## config.mk

```make
export PLATFORM = sky130hd
export DESIGN_NAME = level_classifier
export DESIGN_NICKNAME = d
export VERILOG_FILES = /design/src/rtl/level_classifier.sv
export SDC_FILE = /design/constraint.sdc
export NUM_CORES = 1
export LEC_CHECK = 0
export CELL_PAD_IN_SITES_DETAIL_PLACEMENT = 0
export CELL_PAD_IN_SITES_GLOBAL_PLACEMENT = 1
export CORE_AREA = 2 2 166 168
export CTS_BUF_LIST = sky130_fd_sc_hd__clkbuf_2
export DETAILED_ROUTE_END_ITERATION = 10
export DIE_AREA = 0 0 168 170
export PLACE_DENSITY_LB_ADDON = 0.2
export RECOVER_POWER = 50
export SETUP_SLACK_MARGIN = 0.02
export SLEW_MARGIN = 25
export SYNTH_ARGS = -nofsm -noshare
export SYNTH_HDL_FRONTEND = slang
export SYNTH_SLANG_ARGS = --single-unit
```

## constraint.sdc

```tcl
create_clock -name clk -period 14 [get_ports clk]
set_input_delay 4.2 -clock clk [delete_from_list [all_inputs] [get_ports clk]]
set_output_delay 4.2 -clock clk [all_outputs]
set_load 0.02 [all_outputs]
```

## src/rtl/level_classifier.sv

```systemverilog
// BCD sample to binary integer conversion, followed by level classification
// with downward hysteresis, a persistence filter and a switchable alarm level.
//
// state    | meaning
// IDLE     | waiting for a sample
// CONV     | one BCD nibble folded into the accumulator per cycle, MSD first
// CLASSIFY | done pulse; int_value/err/level registers updated at the closing edge
module level_classifier #(
  parameter int DIGITS    = 8,
  parameter int STABLE_N  = 2,
  parameter int HYST      = 1,
  parameter int THR1      = 6,
  parameter int THR2      = 8,
  parameter int THR3      = 10,
  parameter int THR4      = 12,
  parameter int THR5      = 13,
  parameter int THR6      = 14,
  parameter int ALARM_THR = 14
) (
  input  logic                  clk,
  input  logic                  rst,
  input  logic [4*DIGITS-1:0]   number,
  input  logic [DIGITS-1:0]     dp_list,
  input  logic                  sample_valid,
  input  logic                  mode_toggle,
  output logic                  busy,
  output logic                  done,
  output logic [31:0]           int_value,
  output logic                  err,
  output logic [2:0]            state,
  output logic                  alarm,
  output logic                  mode
);

  localparam int UW = (DIGITS > 1) ? $clog2(DIGITS) : 1;

  typedef enum logic [1:0] {IDLE, CONV, CLASSIFY} fsm_t;

  fsm_t                st_q, st_d;
  logic [4*DIGITS-1:0] num_q, num_d;
  logic [UW-1:0]       dig_q, dig_d, unit_q, unit_d, unit_in;
  logic [31:0]         acc_q, acc_d, int_value_q, int_value_d;
  logic                acc_err_q, acc_err_d, err_q, err_d, mode_q, mode_d;
  logic [2:0]          state_q, state_d, pending_q, pending_d;
  logic [3:0]          cnt_q, cnt_d;

  logic [3:0]          nib, nib_val;
  logic                nib_bad;
  logic [2:0]          raw, cand, pend_nx;
  logic [3:0]          cnt_nx;

  // Lower bound of each level; level 7 only exists above ALARM_THR.
  function automatic logic [31:0] thr_of(input int n);
    case (n)
      1:       return 32'(THR1);
      2:       return 32'(THR2);
      3:       return 32'(THR3);
      4:       return 32'(THR4);
      5:       return 32'(THR5);
      6:       return 32'(THR6);
      7:       return 32'(ALARM_THR + 1);
      default: return 32'd0;
    endcase
  endfunction

  always_comb begin
    unit_in = '0;
    for (int k = 0; k < DIGITS; k++) begin
      if (dp_list[k]) unit_in = UW'(k);
    end
  end

  // The captured word is shifted left so the digit being processed is always on top.
  assign nib     = num_q[4*DIGITS-1 -: 4];
  assign nib_bad = (nib >= 4'hA) && (nib <= 4'hE);
  assign nib_val = (nib <= 4'h9) ? nib : 4'h0;

  always_comb begin
    raw = '0;
    for (int i = 1; i <= 6; i++) begin
      if (acc_q >= thr_of(i)) raw = raw + 3'd1;
    end
    if (mode_q && (acc_q > 32'(ALARM_THR))) raw = 3'd7;
  end

  always_comb begin
    cand = raw;
    if ((raw < state_q) && !((state_q == 3'd7) && !mode_q) &&
        (acc_q + 32'(HYST) >= thr_of(int'(state_q))))
      cand = state_q;
  end

  always_comb begin
    st_d        = st_q;
    num_d       = num_q;
    dig_d       = dig_q;
    unit_d      = unit_q;
    acc_d       = acc_q;
    acc_err_d   = acc_err_q;
    int_value_d = int_value_q;
    err_d       = err_q;
    state_d     = state_q;
    pending_d   = pending_q;
    cnt_d       = cnt_q;
    mode_d      = mode_q ^ mode_toggle;
    pend_nx     = pending_q;
    cnt_nx      = cnt_q;

    case (st_q)
      CONV: begin
        acc_err_d = acc_err_q | nib_bad;
        if (dig_q >= unit_q) acc_d = acc_q * 32'd10 + 32'(nib_val);
        num_d = num_q << 4;
        if (dig_q == '0) st_d = CLASSIFY;
        else             dig_d = dig_q - 1'b1;
      end
      CLASSIFY: begin
        int_value_d = acc_q;
        err_d       = acc_err_q;
        st_d        = IDLE;
        if (!acc_err_q) begin
          if (cand == state_q) begin
            cnt_d = '0;
          end else begin
            if (cand == pending_q) begin
              cnt_nx = cnt_q + 4'd1;
            end else begin
              pend_nx = cand;
              cnt_nx  = 4'd1;
            end
            pending_d = pend_nx;
            if (cnt_nx == 4'(STABLE_N)) begin
              state_d = pend_nx;
              cnt_d   = '0;
            end else begin
              cnt_d = cnt_nx;
            end
          end
        end
      end
      default: ;
    endcase

    // A new sample can be taken in CLASSIFY; the level update above still uses acc_q.
    if (sample_valid && (st_q != CONV)) begin
      st_d      = CONV;
      num_d     = number;
      unit_d    = unit_in;
      dig_d     = UW'(DIGITS - 1);
      acc_d     = '0;
      acc_err_d = 1'b0;
    end
  end

  always_ff @(posedge clk or posedge rst) begin
    if (rst) begin
      st_q        <= IDLE;
      num_q       <= '0;
      dig_q       <= '0;
      unit_q      <= '0;
      acc_q       <= '0;
      acc_err_q   <= 1'b0;
      int_value_q <= '0;
      err_q       <= 1'b0;
      state_q     <= '0;
      pending_q   <= '0;
      cnt_q       <= '0;
      mode_q      <= 1'b0;
    end else begin
      st_q        <= st_d;
      num_q       <= num_d;
      dig_q       <= dig_d;
      unit_q      <= unit_d;
      acc_q       <= acc_d;
      acc_err_q   <= acc_err_d;
      int_value_q <= int_value_d;
      err_q       <= err_d;
      state_q     <= state_d;
      pending_q   <= pending_d;
      cnt_q       <= cnt_d;
      mode_q      <= mode_d;
    end
  end

  assign busy      = (st_q == CONV);
  assign done      = (st_q == CLASSIFY);
  assign int_value = int_value_q;
  assign err       = err_q;
  assign state     = state_q;
  assign alarm     = (state_q == 3'd7);
  assign mode      = mode_q;

endmodule

```

# Word level (Yosys, flattened, before mapping)

Cells that the tools add are included.

Bitwise operators: 4
Equality and inequality tests: 15
Muxes and demuxes: 37
Multipliers: 1
Order comparisons: 13
Reduce and logical (&&, ||, !) cells: 18
$add $sub $neg: 9

Operator list:

| operator              | number |
|---|---|
| $ge 32x4->1 const B   | 5 |
| $mux 32               | 5 |
| $mux 3                | 16 |
| $add 32x1->32 const B | 1 |
| $add 32x4->32         | 1 |
| $ge 32x3->1 const B   | 1 |
| $ge 32x32->1          | 1 |
| $gt 32x4->1 const B   | 1 |
| $mul 32x3->31 const B | 1 |
| $mux 4                | 7 |
| $pmux 4 s7            | 1 |
| $add 3x1->3 const B   | 5 |
| $eq 3x3->1 const B    | 4 |
| $le 4x4->1 const B    | 2 |
| $reduce_and 2->1      | 4 |
| $eq 3x2->1 const B    | 2 |
| $eq 3x3->1            | 2 |
| $logic_and 1x1->1     | 6 |
| $mux 2                | 3 |
| $add 4x1->4 const B   | 1 |
| $eq 4x2->1 const B    | 1 |
| $ge 4x4->1 const B    | 1 |
| $mux 1                | 4 |
| $ne 2x1->1 const B    | 2 |
| other kinds (17)      | 20 |

Word-level logic and storage cells: 109
Output and inout bits: 40
Flip-flop bits (word level): 117

# Longest topological paths before layout

Gate-level depths: netlist of run 1.

Depth in word-level cells: 25
Depth in mapped cells: 32

# Worst setup path before layout of run 1

OpenSTA, ideal clock, no wires.

Kind: register -> register
From: reg acc_q[4]
To: reg state_q[0] (netlist: state[0])
Slack: 7.237 ns
Cell stages (with the launch flop): 29
Path buffers: 2
Data arrival time: 6.635 ns
Data required time: 13.872 ns
Library setup time: 0.128 ns
Path through: dfrtp_1 > or4_1 > buf_2 > or3_1 > clkbuf_1 > nor2_1 > and2_1 > ha_1 > xnor2_1 > ha_1 > mux2_2 > ha_1 > inv_1 > o21ai_0 > ha_1 > and3_1 > mux2i_1 > o311ai_1 > or3_1 > o2bb2ai_1 > ha_1 > o21ai_0 > a211o_1 > o211ai_2 > a21oi_2 > mux2i_1 > xor2_4 > nand3_2 > mux2_1

Longest elaborated chain between the ends: 24
Elaborated cells between the ends (all ways): 36
Those cells by class: add/sub: 6; order compare: 9; eq/ne: 3; mux: 13; bitwise: 1; reduce/logical: 4

Ends and longest elaborated chain:

| what                       | RTL line | source |
|---|---|---|
| from (decl)                | 42       | `logic [31:0] acc_q, acc_d, int_value_q, int_value_d;` |
| from (signal assigned)     | 161      | `acc_q <= '0;` |
| from (signal assigned)     | 174      | `acc_q <= acc_d;` |
| $ge 32x3->1                | 81       | `if (acc_q >= thr_of(i)) raw = raw + 3'd1;` |
| $mux 1                     | 81       |  |
| $add 3x1->3                | 81       |  |
| $mux 3                     | 81       |  |
| $add 3x1->3                | 81       |  |
| $mux 3                     | 81       |  |
| $add 3x1->3                | 81       |  |
| $mux 3                     | 81       |  |
| [... 8 more ...]           | -        |  |
| $mux 3 (*)                 | 88       | `if ((raw < state_q) && !((state_q == 3'd7) && !mode_q) &&` |
| $eq 3x3->1                 | 125      | `if (cand == pending_q) begin` |
| $mux 4                     | 125      |  |
| $mux 4                     | 122      | `if (cand == state_q) begin` |
| $mux 4                     | 121      | `if (!acc_err_q) begin` |
| $mux 4                     | 109      | `case (st_q)` |
| $eq 4x2->1                 | 132      | `if (cnt_nx == 4'(STABLE_N)) begin` |
| $reduce_and 4->1 (no line) | -        |  |
| to (signal assigned)       | 178      | `state_q <= state_d;` |
| to (decl)                  | 44       | `logic [2:0] state_q, state_d, pending_q, pending_d;` |

Every way passes the cells marked *; elsewhere a longest branch is shown, timed or not. The select of a mux whose other input is x is not followed.
A chain may end at the register's enable or synchronous reset.

# Final worst setup path of run 1

From: reg acc_q[14]
To: reg state_q[0] (netlist: state[0])

The elaborated chain is that of the path after synthesis.

==> results of run 1 <==
## logic make-up (layout without fill, tap and decap cells)
kind of cell | count (synthesis) | count (layout) | share of synthesized area, %
mux | 86 | 86 | 9.952
buf+inv | 92 | 159 | 3.853
compound gates | 232 | 232 | 16.24
flops | 117 | 117 | 31.86
fa+ha+maj | 83 | 83 | 11.46
xor+xnor | 67 | 67 | 6.590
simple gates | 348 | 348 | 20.04
other cells | 0 | 1 | 0
## flip-flops by register name, indices dropped and copies added, names as in the netlist
register,flops
err,1
mode,1
int_value,32
acc_q,32
unit_q,3
dig_q,3
pending_q,3
state,3
st_q,2
acc_err_q,1
cnt_q,4
num_q,32
## where the power goes
group | leakage (nW) | total (mW) | switching [mW] | internal, mW
Sequential | 1.52 | 0.640 | 0.172 | 0.467
Clock | 0.144 | 0.239 | 0.167 | 0.0722
Combinational | 3.03 | 2.02 | 1.18 | 0.833
Total | 4.70 | 2.90 | 1.52 | 1.37
## per-stage QoR
step	instances	hold WS [ns]	cell area [µm²]	worst slack (ns)
final	1434	0.4943	10520	6.330
after CTS	1433	0.4936	10530	6.316
after detailed placement	1401	0.4648	10290	6.326
after global routing	1434	0.5116	10520	5.779
after global placement	1401	0.4547	10290	6.419
after floorplan	1025	0.4428	9190	6.699
## final cells by class
cell class / instances / share of cell area, %
multi-input combinational: 816 / 56.28
sequential: 117 / 27.82
timing repair buffer: 89 / 8.181
tap: 341 / 4.055
clock inverter: 15 / 1.463
inverter: 38 / 1.367
clock buffer: 17 / 0.8086
antenna: 1 / 0.02378
## routing by layer
layer  up-vias  global-route usage [%]
li1       3854                       -
met5         -                       0
met1      3627                   23.47
met3        18                   3.279
met4         0                   3.554
met2       120                   27.45
## cells in the mapped netlist, types with 14 or more instances
library cell,instances,area (µm²)
sky130_fd_sc_hd__nor2_1,54,202.7
sky130_fd_sc_hd__nor2b_1,14,87.58
sky130_fd_sc_hd__xnor2_1,36,315.3
sky130_fd_sc_hd__a21oi_1,49,245.2
sky130_fd_sc_hd__inv_1,37,138.9
sky130_fd_sc_hd__mux2i_1,43,430.4
sky130_fd_sc_hd__ha_1,81,1013
sky130_fd_sc_hd__clkbuf_1,46,172.7
sky130_fd_sc_hd__and3_1,18,112.6
sky130_fd_sc_hd__mux2_2,40,450.4
sky130_fd_sc_hd__nor4_1,15,93.84
sky130_fd_sc_hd__xor2_1,30,262.8
sky130_fd_sc_hd__nand4_1,14,87.58
sky130_fd_sc_hd__o21ai_0,84,420.4
sky130_fd_sc_hd__nand2_1,84,315.3
sky130_fd_sc_hd__nor3_1,27,135.1
sky130_fd_sc_hd__dfrtp_1,117,2928
sky130_fd_sc_hd__nand3_1,60,300.3
## critical path: cells and delay by family, from the launching register on
family	cells	cell delay [ns]
multiplexers	4	1.17
buffers and inverters	1	0.06
AO/OA/AOI/OAI	7	1.30
XOR/XNOR	2	0.53
flip-flops	1	0.62
adder cells (fa/ha/maj)	5	1.41
AND/OR/NAND/NOR	8	2.48
## path summary, 6_finish.rpt
kind / cells past startpoint / startpoint / slack [ns] / to
min in group asynchronous: 2 / rst / 4.45 / int_value[25]
max reg2reg: 27 / acc_q[14] / 6.33 / state[0]
max: 27 / acc_q[14] / 6.33 / state[0]
min reg2reg: 1 / dig_q[0] / 0.49 / dig_q[0]
max in group asynchronous: 3 / rst / 8.06 / acc_q[4]
min: 1 / dig_q[0] / 0.49 / dig_q[0]
## placed cells by master, fill, tap and decap left out, types with 7 or more instances in the layout
cell,Yosys,final
sky130_fd_sc_hd__clkdlybuf4s50_1,0,79
sky130_fd_sc_hd__or3_1,9,9
sky130_fd_sc_hd__nor3_1,27,27
sky130_fd_sc_hd__nor2_1,54,54
sky130_fd_sc_hd__clkbuf_2,0,17
sky130_fd_sc_hd__a21o_1,13,13
sky130_fd_sc_hd__nand3_1,60,60
sky130_fd_sc_hd__inv_1,37,36
sky130_fd_sc_hd__nand4_1,14,14
sky130_fd_sc_hd__mux2i_1,43,43
sky130_fd_sc_hd__and3_1,18,18
sky130_fd_sc_hd__a211oi_1,9,9
sky130_fd_sc_hd__ha_1,81,80
sky130_fd_sc_hd__nor2b_1,14,14
sky130_fd_sc_hd__a21oi_1,49,49
sky130_fd_sc_hd__nor4_1,15,15
sky130_fd_sc_hd__o21a_1,9,9
sky130_fd_sc_hd__xnor2_1,36,36
sky130_fd_sc_hd__inv_6,0,10
sky130_fd_sc_hd__o21ai_0,84,83
sky130_fd_sc_hd__xor2_1,30,30
sky130_fd_sc_hd__nand2_1,84,84
sky130_fd_sc_hd__dfrtp_1,117,117
sky130_fd_sc_hd__mux2_2,40,40
sky130_fd_sc_hd__and2_1,7,7
sky130_fd_sc_hd__nand2b_1,9,9
==> impl_results.md, run 1 <==
* Main flop type after synthesis: sky130_fd_sc_hd__dfrtp_1
* Total of warnings raised by yosys at 0
* Routed length on met3 at 726 µm
* Number of storage elements in the synthesis netlist at 117
* Total global routing overflow at 0
* CTS tree: done
* WL met1 at 11.80 mm
* Post-synth net total at 1,152
* Vias in the first global route at 7,271
* CP endpoint kind: flip-flop
* Layout filler cell count at 2,711
* Number of buffer cells added on primary ports at 82
* Highest metal layer with signal wires: met4
* Transition at the pin with the smallest max-transition slack at 2.468 ns
* Outcome: finished, violations left
* Starting Density at 34.48%
* Row count at 60
* Time the worst path needs with I/O delays and setup at 7.670 ns
* Number of sinks driven by the clock tree at 117
* Number of slew-limit violations in the final report at 157
* Violated checks: capacitance limit, slew limit
* Post-synthesis area per instance at 8.966 µm²
* Root Driver: sky130_fd_sc_hd__clkbuf_2
* Number of antenna violations at the first check in global routing at 1
* Largest net degree at the start of global routing at 75
* Detailed route wirelength on metal2 at 10.90 mm
* Power per Cell Area at 275.1 nW/µm²
* Post-Synthesis Cell Area at 9190 µm²
* MaxCap Viol Count at 4
* Hold violation total from the final report at 0
* Final worst path period share at 54.78%
* Wire length of the first global-routing pass at 38.84 mm
* Hold buffers post-CTS at 0
* Data arrival time of the critical path at 8.33 ns
* Iter 0 DRT Violations at 373
* Placeable Area at 26,650 µm²
* X dimension of the die at 168 µm
* CTS Buf Count at 17
* Unrepaired setup endpoints after global routing: false
* Via count at 7,619
* GPL Wtd Cong at 0.8199
* Finished Core Util at 39.48%
* # DRC at 0
* CTS-repair resized insts at 0
* Routed wire length at 23.66 mm
* Layout cell share with drive strength beyond 1 at 9.615%
* Setup violations, final at 0
* Clock insertion delay at the later pin of the skew report at 0.73 ns
* Global router's overall resource usage at 16.92%
* Buffers inserted during post-CTS setup optimization at 0
* Final Power at 2.895 mW
* Area used by sequential logic in the layout at 2928 µm²
* Mean number of vias per cell at 5.313
* DP HPWL at 16.84 mm
* Worst setup SP type: flip-flop
* Number of top-level pins at 84
* Area delta synth->final at 14.50%
* Floorplan die area at 28,560 µm²
* Number of enable flip-flop cells after synthesis at 0
* Worst clock skew at 0.05298 ns
* Slowest library cell on the worst path: sky130_fd_sc_hd__dfrtp_1
* Die boundary height at 170 µm
* Maximum clock path buffer count at 2
* Worst relative slew slack at -64.52%
* Highest Clock Rate at 130.4 MHz
* Footprint of the multi-input gates at 5922 µm²
* Highest net fanout along the worst path at 11
* Drt first pass iters at 5
* Antenna-violating nets left at 0
* Clock edge transition at the registers on the reported setup and hold paths at 0.25 ns
* Kind of critical path: flip-flop to flip-flop
* Total Nets Final at 1,206
* Maximum cell stage delay along the critical path at 0.62 ns
* Type of the worst min-delay path: flip-flop to flip-flop
* Fraction of registers with async set or reset after synthesis at 100.0%
* Leakage Power at 4.699 nW
* Sequential element share of the synthesized area at 31.86%
* Maximum vdd ir drop at 0.1806 mV
* Top cell by count, worst path: sky130_fd_sc_hd__ha_1
* Cell variety after synth at 83
* Worst endpoint required time at 14.66 ns
* Setup TNS after final layout at 0 ns
* Routed wire per std cell at 16.50 µm
* Cells after synthesis at 1,025
* H-tree depth at 4
Note: power is estimated with default switching activity, not from simulation.
==> inputs of run 2 (changes only) <==
==> constraint.sdc (replaced) <==
create_clock -name clk -period 7.65 [get_ports clk]
set_input_delay 2.295 -clock clk [delete_from_list [all_inputs] [get_ports clk]]
set_output_delay 2.295 -clock clk [all_outputs]
set_load 0.02 [all_outputs]
==> impl_results.md, run 2 (synthesized netlist as in run 1, its figures left out) <==
* Data arrival time of the critical path at 7.72 ns
* Crit path from: acc_q[8]
* CTS tree: done
* Routed wire per std cell at 16.43 µm
* Total global routing overflow at 0
* Slowest library cell on the worst path: sky130_fd_sc_hd__or4b_4
* Top cell by count, worst path: sky130_fd_sc_hd__ha_1
* Layout cell share with drive strength beyond 1 at 12.08%
* Worst relative slew slack at -95.77%
* Logic pwr share at 72.9%
* Mean number of vias per cell at 5.273
* Final Power at 5.490 mW
* Kind of critical path: flip-flop to flip-flop
* Worst r2r path cells at 27
* Drt first pass iters at 5
* Global router's overall resource usage at 17.31%
* Starting Density at 34.48%
* Worst-case register-to-register setup slack at 0.58 ns
* Number of buffer cells added on primary ports at 82
* Number of top-level pins at 84
* Unrepaired setup endpoints after global routing: false
* Number of sinks driven by the clock tree at 117
* Layout filler cell count at 2,710
* Iter 0 DRT Violations at 331
* Top library cells by usage in the layout, fill and taps aside: 117 x sky130_fd_sc_hd__dfrtp_1, 84 x sky130_fd_sc_hd__nand2_1, 83 x sky130_fd_sc_hd__o21ai_0
* Largest net degree at the start of global routing at 68
* Switching portion of total power at 52.08%
* Maximum clock path buffer count at 2
* Maximum cell stage delay along the critical path at 0.56 ns
* Buffers and inverters on the worst path at 1
* Worst setup SP type: flip-flop
* R2r endpoint: state[0]
* Violated checks: capacitance limit, slew limit
* Timing endpoint of the critical path: state[0]
* Via count at 7,698
* Net Sw Power at 2.859 mW
* Final non-filler cell total at 1,460
* Transition at the pin with the smallest max-transition slack at 2.920 ns
* Row count at 60
* Leakage Power at 4.844 nW
* Wire length of the first global-routing pass at 39.83 mm
* X dimension of the die at 168 µm
* Placed cell count at 1,427
* Commonest non-fill, non-tap cell in the layout: sky130_fd_sc_hd__dfrtp_1
* Launching point of the worst reg2reg path: acc_q[8]
* MaxCap Viol Count at 4
* Die boundary height at 170 µm
* Final worst path period share at 92.38%
* Antenna-violating nets left at 0
* Highest net fanout along the worst path at 6
* Clock edge transition at the registers on the reported setup and hold paths at 0.24 ns
* Footprint of the multi-input gates at 5953 µm²
* Area used by sequential logic in the layout at 2928 µm²
* DP HPWL at 17.25 mm
* Highest Clock Rate at 141.5 MHz
* Floorplan die area at 28,560 µm²
* Total Nets Final at 1,232
* Worst endpoint required time at 8.30 ns
* Setup TNS after final layout at 0 ns
* GPL Wtd Cong at 0.7821
* Path length in cells of the critical path at 27
* Internal at 2.631 mW
* Crit-path leading delay family: simple AND/OR/NAND/NOR gates
* Vias in the first global route at 7,586
* CTS Buf Count at 17
* Setup violations, final at 0
* Share of power burned in registers at 19.3%
* Power per Cell Area at 511.0 nW/µm²
* Placeable Area at 26,650 µm²
* Root Driver: sky130_fd_sc_hd__clkbuf_2
* Clock network fraction of design power at 7.8%
* H-tree depth at 4
* Routed wire length at 23.99 mm
* CP endpoint kind: flip-flop
* Type of the worst min-delay path: flip-flop to flip-flop
* Outcome: finished, violations left
* Maximum vdd ir drop at 0.4646 mV
* Number of antenna violations at the first check in global routing at 1
* Hold violation total from the final report at 0
* Area delta synth->final at 16.91%
* # DRC at 0
* Worst clock skew at 0.05619 ns
* Clock insertion delay at the later pin of the skew report at 0.75 ns
* Number of slew-limit violations in the final report at 172
* Time the worst path needs with I/O delays and setup at 7.067 ns
## run 2: worst min-delay path by stage
stage / from / end / slack [ns] / cells past startpoint
finish: num_q[23] / num_q[27] / 0.50 / 2
CTS: dig_q[0] / dig_q[0] / 0.50 / 1
floorplan: unit_q[0] / unit_q[0] / 0.44 / 2
global placement: unit_q[0] / unit_q[0] / 0.46 / 2
detailed placement: unit_q[0] / unit_q[0] / 0.46 / 2
global route: dig_q[0] / dig_q[0] / 0.51 / 1
## run 2: cell type report
type                            count  share of cell area [%]
Clock inverter                     15                   1.432
Inverter                           38                   1.339
Clock buffer                       17                  0.7919
Antenna cell                        1                 0.02329
Sequential cell                   117                   27.25
Timing Repair Buffer              115                   9.782
Multi-Input combinational cell    816                   55.41
Tap cell                          341                   3.971
## run 2: through the flow
stage / hold WS, ns / area [µm²] / util (%) / setup slack (ns)
after detailed placement: 0.4645 / 10490 / 39.35 / 0.2906
after global routing: 0.5102 / 10740 / 40.31 / 0.04729
after CTS: 0.5003 / 10730 / 40.25 / 0.2647
after floorplan: 0.4428 / 9190 / - / 0.8874
after global placement: 0.4552 / 10490 / 39.35 / 0.3888
final: 0.4968 / 10740 / 40.31 / 0.5830
## run 2: worst min-delay path, cell delays in order, from the launching register on
cell,delay [ns]
sky130_fd_sc_hd__dfrtp_1,0.39
sky130_fd_sc_hd__nand2_1,0.05
sky130_fd_sc_hd__o21ai_0,0.06
## run 2: repair_timing
action | CTS | global route
hold buffers | 0 | 0
setup buffers | 0 | 0
resized for setup | 0 | 6
endpoints found under the setup margin | 0 | 6
## run 2: routing by layer
layer | global-route usage [%] | share of wire [%] | routed length [µm] | up-vias
li1 | - | - | - | 3918
met1 | 23.58 | 50 | 11960 | 3667
met2 | 28.91 | 47 | 11170 | 103
met3 | 3.070 | 2.8 | 683 | 10
met4 | 3.478 | 0.75 | 180 | 0
met5 | 0 | 0 | 0 | -
## run 2: power by group through the flow
stage	sequential [mW]	combinational, mW	clock (mW)
2_1_floorplan	1.12	2.87	0
3_3_place_gp	1.07	3.89	0
3_5_place_dp	1.07	3.91	0
4_1_cts	1.06	3.93	0.450
5_1_grt	1.10	4.49	0.474
6_report	1.06	4.00	0.429
==> inputs of run 3 (changes only) <==
--- a/config.mk
+++ b/config.mk
@@ -5,13 +5,15 @@
 export SDC_FILE = /design/constraint.sdc
 export NUM_CORES = 1
 export LEC_CHECK = 0
+export CAP_MARGIN = 30
 export CELL_PAD_IN_SITES_DETAIL_PLACEMENT = 0
 export CELL_PAD_IN_SITES_GLOBAL_PLACEMENT = 1
 export CORE_AREA = 2 2 166 168
 export CTS_BUF_LIST = sky130_fd_sc_hd__clkbuf_2
 export DETAILED_ROUTE_END_ITERATION = 10
 export DIE_AREA = 0 0 168 170
-export PLACE_DENSITY_LB_ADDON = 0.2
+export HOLD_SLACK_MARGIN = 0.03
+export PLACE_DENSITY = 0.65
 export RECOVER_POWER = 50
 export SETUP_SLACK_MARGIN = 0.02
 export SLEW_MARGIN = 25
==> impl_results.md, run 3 (synthesized netlist as in run 1, its figures left out) <==
* Placeable Area at 26,650 µm²
* Violated checks: capacitance limit, slew limit
* Final Power at 5.425 mW
* Worst setup SP type: flip-flop
* Finished Core Util at 40.21%
* Crit path from: acc_q[4]
* Number of slew-limit violations in the final report at 173
* Starting Density at 34.48%
* Setup TNS after final layout at 0 ns
* Area delta synth->final at 16.61%
* Highest Clock Rate at 141.7 MHz
* Time the worst path needs with I/O delays and setup at 7.059 ns
* DP HPWL at 16.89 mm
* MaxCap Viol Count at 4
* Mean number of vias per cell at 5.254
* Vias in the first global route at 7,444
* Share of power burned in registers at 19.7%
* Wire length of the first global-routing pass at 38.54 mm
* CTS tree: done
* Highest net fanout along the worst path at 8
* Hold violation total from the final report at 0
* Row count at 60
* Logic pwr share at 72.5%
* Global router's overall resource usage at 16.66%
* Clock insertion delay at the later pin of the skew report at 0.73 ns
* # DRC at 0
* Total global routing overflow at 0
* Root Driver: sky130_fd_sc_hd__clkbuf_2
* Floorplan die area at 28,560 µm²
* GPL Wtd Cong at 0.8005
* Leakage Power at 4.821 nW
* Layout cell share with drive strength beyond 1 at 11.76%
* Iter 0 DRT Violations at 480
* X dimension of the die at 168 µm
* Top library cells by usage in the layout, fill and taps aside: 117 x sky130_fd_sc_hd__dfrtp_1, 84 x sky130_fd_sc_hd__nand2_1, 83 x sky130_fd_sc_hd__o21ai_0
* Kind of critical path: flip-flop to flip-flop
* Worst r2r path cells at 26
* Routed wire length at 23.30 mm
* Worst relative slew slack at -79.77%
* Switching portion of total power at 51.77%
* Maximum vdd ir drop at 0.3597 mV
* Total Nets Final at 1,228
* Type of the worst min-delay path: flip-flop to flip-flop
* Worst endpoint required time at 8.28 ns
* Number of buffer cells added on primary ports at 82
* Number of sinks driven by the clock tree at 117
* Largest net degree at the start of global routing at 68
* Setup violations, final at 0
* Maximum clock path buffer count at 2
* CP endpoint kind: flip-flop
* Launching point of the worst reg2reg path: acc_q[4]
* Routed wire per std cell at 15.98 µm
* Outcome: finished, violations left
* Number of top-level pins at 84
* Hold buffers post-CTS at 0
* H-tree depth at 4
* Setup slack after placement at 0.3749 ns
* Timing endpoint of the critical path: state[0]
* Data arrival time of the critical path at 7.69 ns
* Net Sw Power at 2.808 mW
* Unrepaired setup endpoints after global routing: false
* Final worst path period share at 92.27%
* Clock network fraction of design power at 7.8%
* Power per Cell Area at 506.2 nW/µm²
* Worst-case setup margin in the final layout at 0.5913 ns
* Via count at 7,660
* Worst-case register-to-register setup slack at 0.59 ns
* Internal at 2.617 mW
* Clock edge transition at the registers on the reported setup and hold paths at 0.24 ns
* Die boundary height at 170 µm
* Transition at the pin with the smallest max-transition slack at 2.682 ns
* Worst clock skew at 0.05525 ns
* CTS Buf Count at 17
* Number of antenna violations at the first check in global routing at 1
* Drt first pass iters at 5
* R2r endpoint: state[0]
* Antenna-violating nets left at 0
* Commonest non-fill, non-tap cell in the layout: sky130_fd_sc_hd__dfrtp_1
run 3: changes by cell type in the layout (fill, tap and decap cells not counted), sizes merged:
| cell | before | now |
|---|---|---|
| clkdlybuf4s50 | 73 | 79 |
| dlygate4sd3 | 8 | 2 |
| buf | 30 | 27 |
| clkinv | 2 | 4 |
| diode | 1 | 3 |
| inv | 48 | 46 |
| clkbuf | 21 | 20 |
run 3: per-layer routing:
metal	vias to the layer above	global-route usage (%)	part of all wire, %
met5	-	0	0
met4	0	2.836	0.83
met1	3660	23.11	50
li1	3900	-	-
met2	90	27.76	47
met3	10	2.674	2.1
run 3: how the worst min path moves through the flow:
stage	startpoint	to	slack [ns]	depth (start not counted)
floorplan	unit_q[0]	unit_q[0]	0.44	2
global placement	num_q[21]	num_q[25]	0.46	2
detailed placement	num_q[7]	num_q[11]	0.46	2
CTS	num_q[20]	num_q[24]	0.49	2
global route	num_q[20]	num_q[24]	0.53	2
finish	num_q[20]	num_q[24]	0.49	2
run 3: power by group through the flow:
stage	sequential [mW]	combinational (mW)	clock [mW]
floorplan	1.12	2.87	0
global placement	1.08	3.85	0
detailed placement	1.08	3.87	0
CTS	1.07	3.88	0.440
global route	1.11	4.42	0.462
finish	1.07	3.93	0.423
run 3: critical path, stage by stage (launching register included):
cell                        delay [ns]
sky130_fd_sc_hd__dfrtp_1          0.54
sky130_fd_sc_hd__or4_4            0.63
sky130_fd_sc_hd__or3_1            0.51
sky130_fd_sc_hd__nor2_1           0.19
sky130_fd_sc_hd__and2_1           0.17
sky130_fd_sc_hd__ha_1             0.30
sky130_fd_sc_hd__xnor2_1          0.26
sky130_fd_sc_hd__ha_1             0.28
sky130_fd_sc_hd__mux2_2           0.28
sky130_fd_sc_hd__ha_1             0.27
sky130_fd_sc_hd__inv_1            0.07
sky130_fd_sc_hd__o21ai_0          0.10
sky130_fd_sc_hd__ha_1             0.23
sky130_fd_sc_hd__and3_1           0.17
sky130_fd_sc_hd__mux2i_1          0.12
sky130_fd_sc_hd__o311ai_1         0.13
sky130_fd_sc_hd__or3_1            0.40
sky130_fd_sc_hd__o2bb2ai_1        0.16
sky130_fd_sc_hd__ha_1             0.28
sky130_fd_sc_hd__o21ai_0          0.12
sky130_fd_sc_hd__a211o_1          0.15
sky130_fd_sc_hd__o211ai_2         0.16
sky130_fd_sc_hd__and3_1           0.21
sky130_fd_sc_hd__or4b_4           0.55
sky130_fd_sc_hd__nor4_4           0.24
sky130_fd_sc_hd__nand3_2          0.14
sky130_fd_sc_hd__mux2_1           0.33
run 3: per-stage QoR:
step	hold slack, ns	cells	area (µm²)
3_5_place_dp	0.4638	1423	10460
5_1_grt	0.5269	1458	10720
3_3_place_gp	0.4579	1423	10460
6_report	0.4878	1458	10720
4_1_cts	0.4915	1455	10700
2_1_floorplan	0.4428	1025	9190
run 3: area by class of cell:
cell class	instances	area [µm²]
Fill cell	2686	15930
Multi-Input combinational cell	816	5947
Sequential cell	117	2928
Timing Repair Buffer	111	1022
Tap cell	341	426.7
Clock inverter	15	156.4
Inverter	38	143.9
Clock buffer	17	85.08
Antenna cell	3	7.507
run 3: what timing repair did:
action	in CTS	in global routing
resized for setup	0	5
hold endpoints to repair	0	0
endpoints found under the setup margin	0	6
buffers inserted	0	0
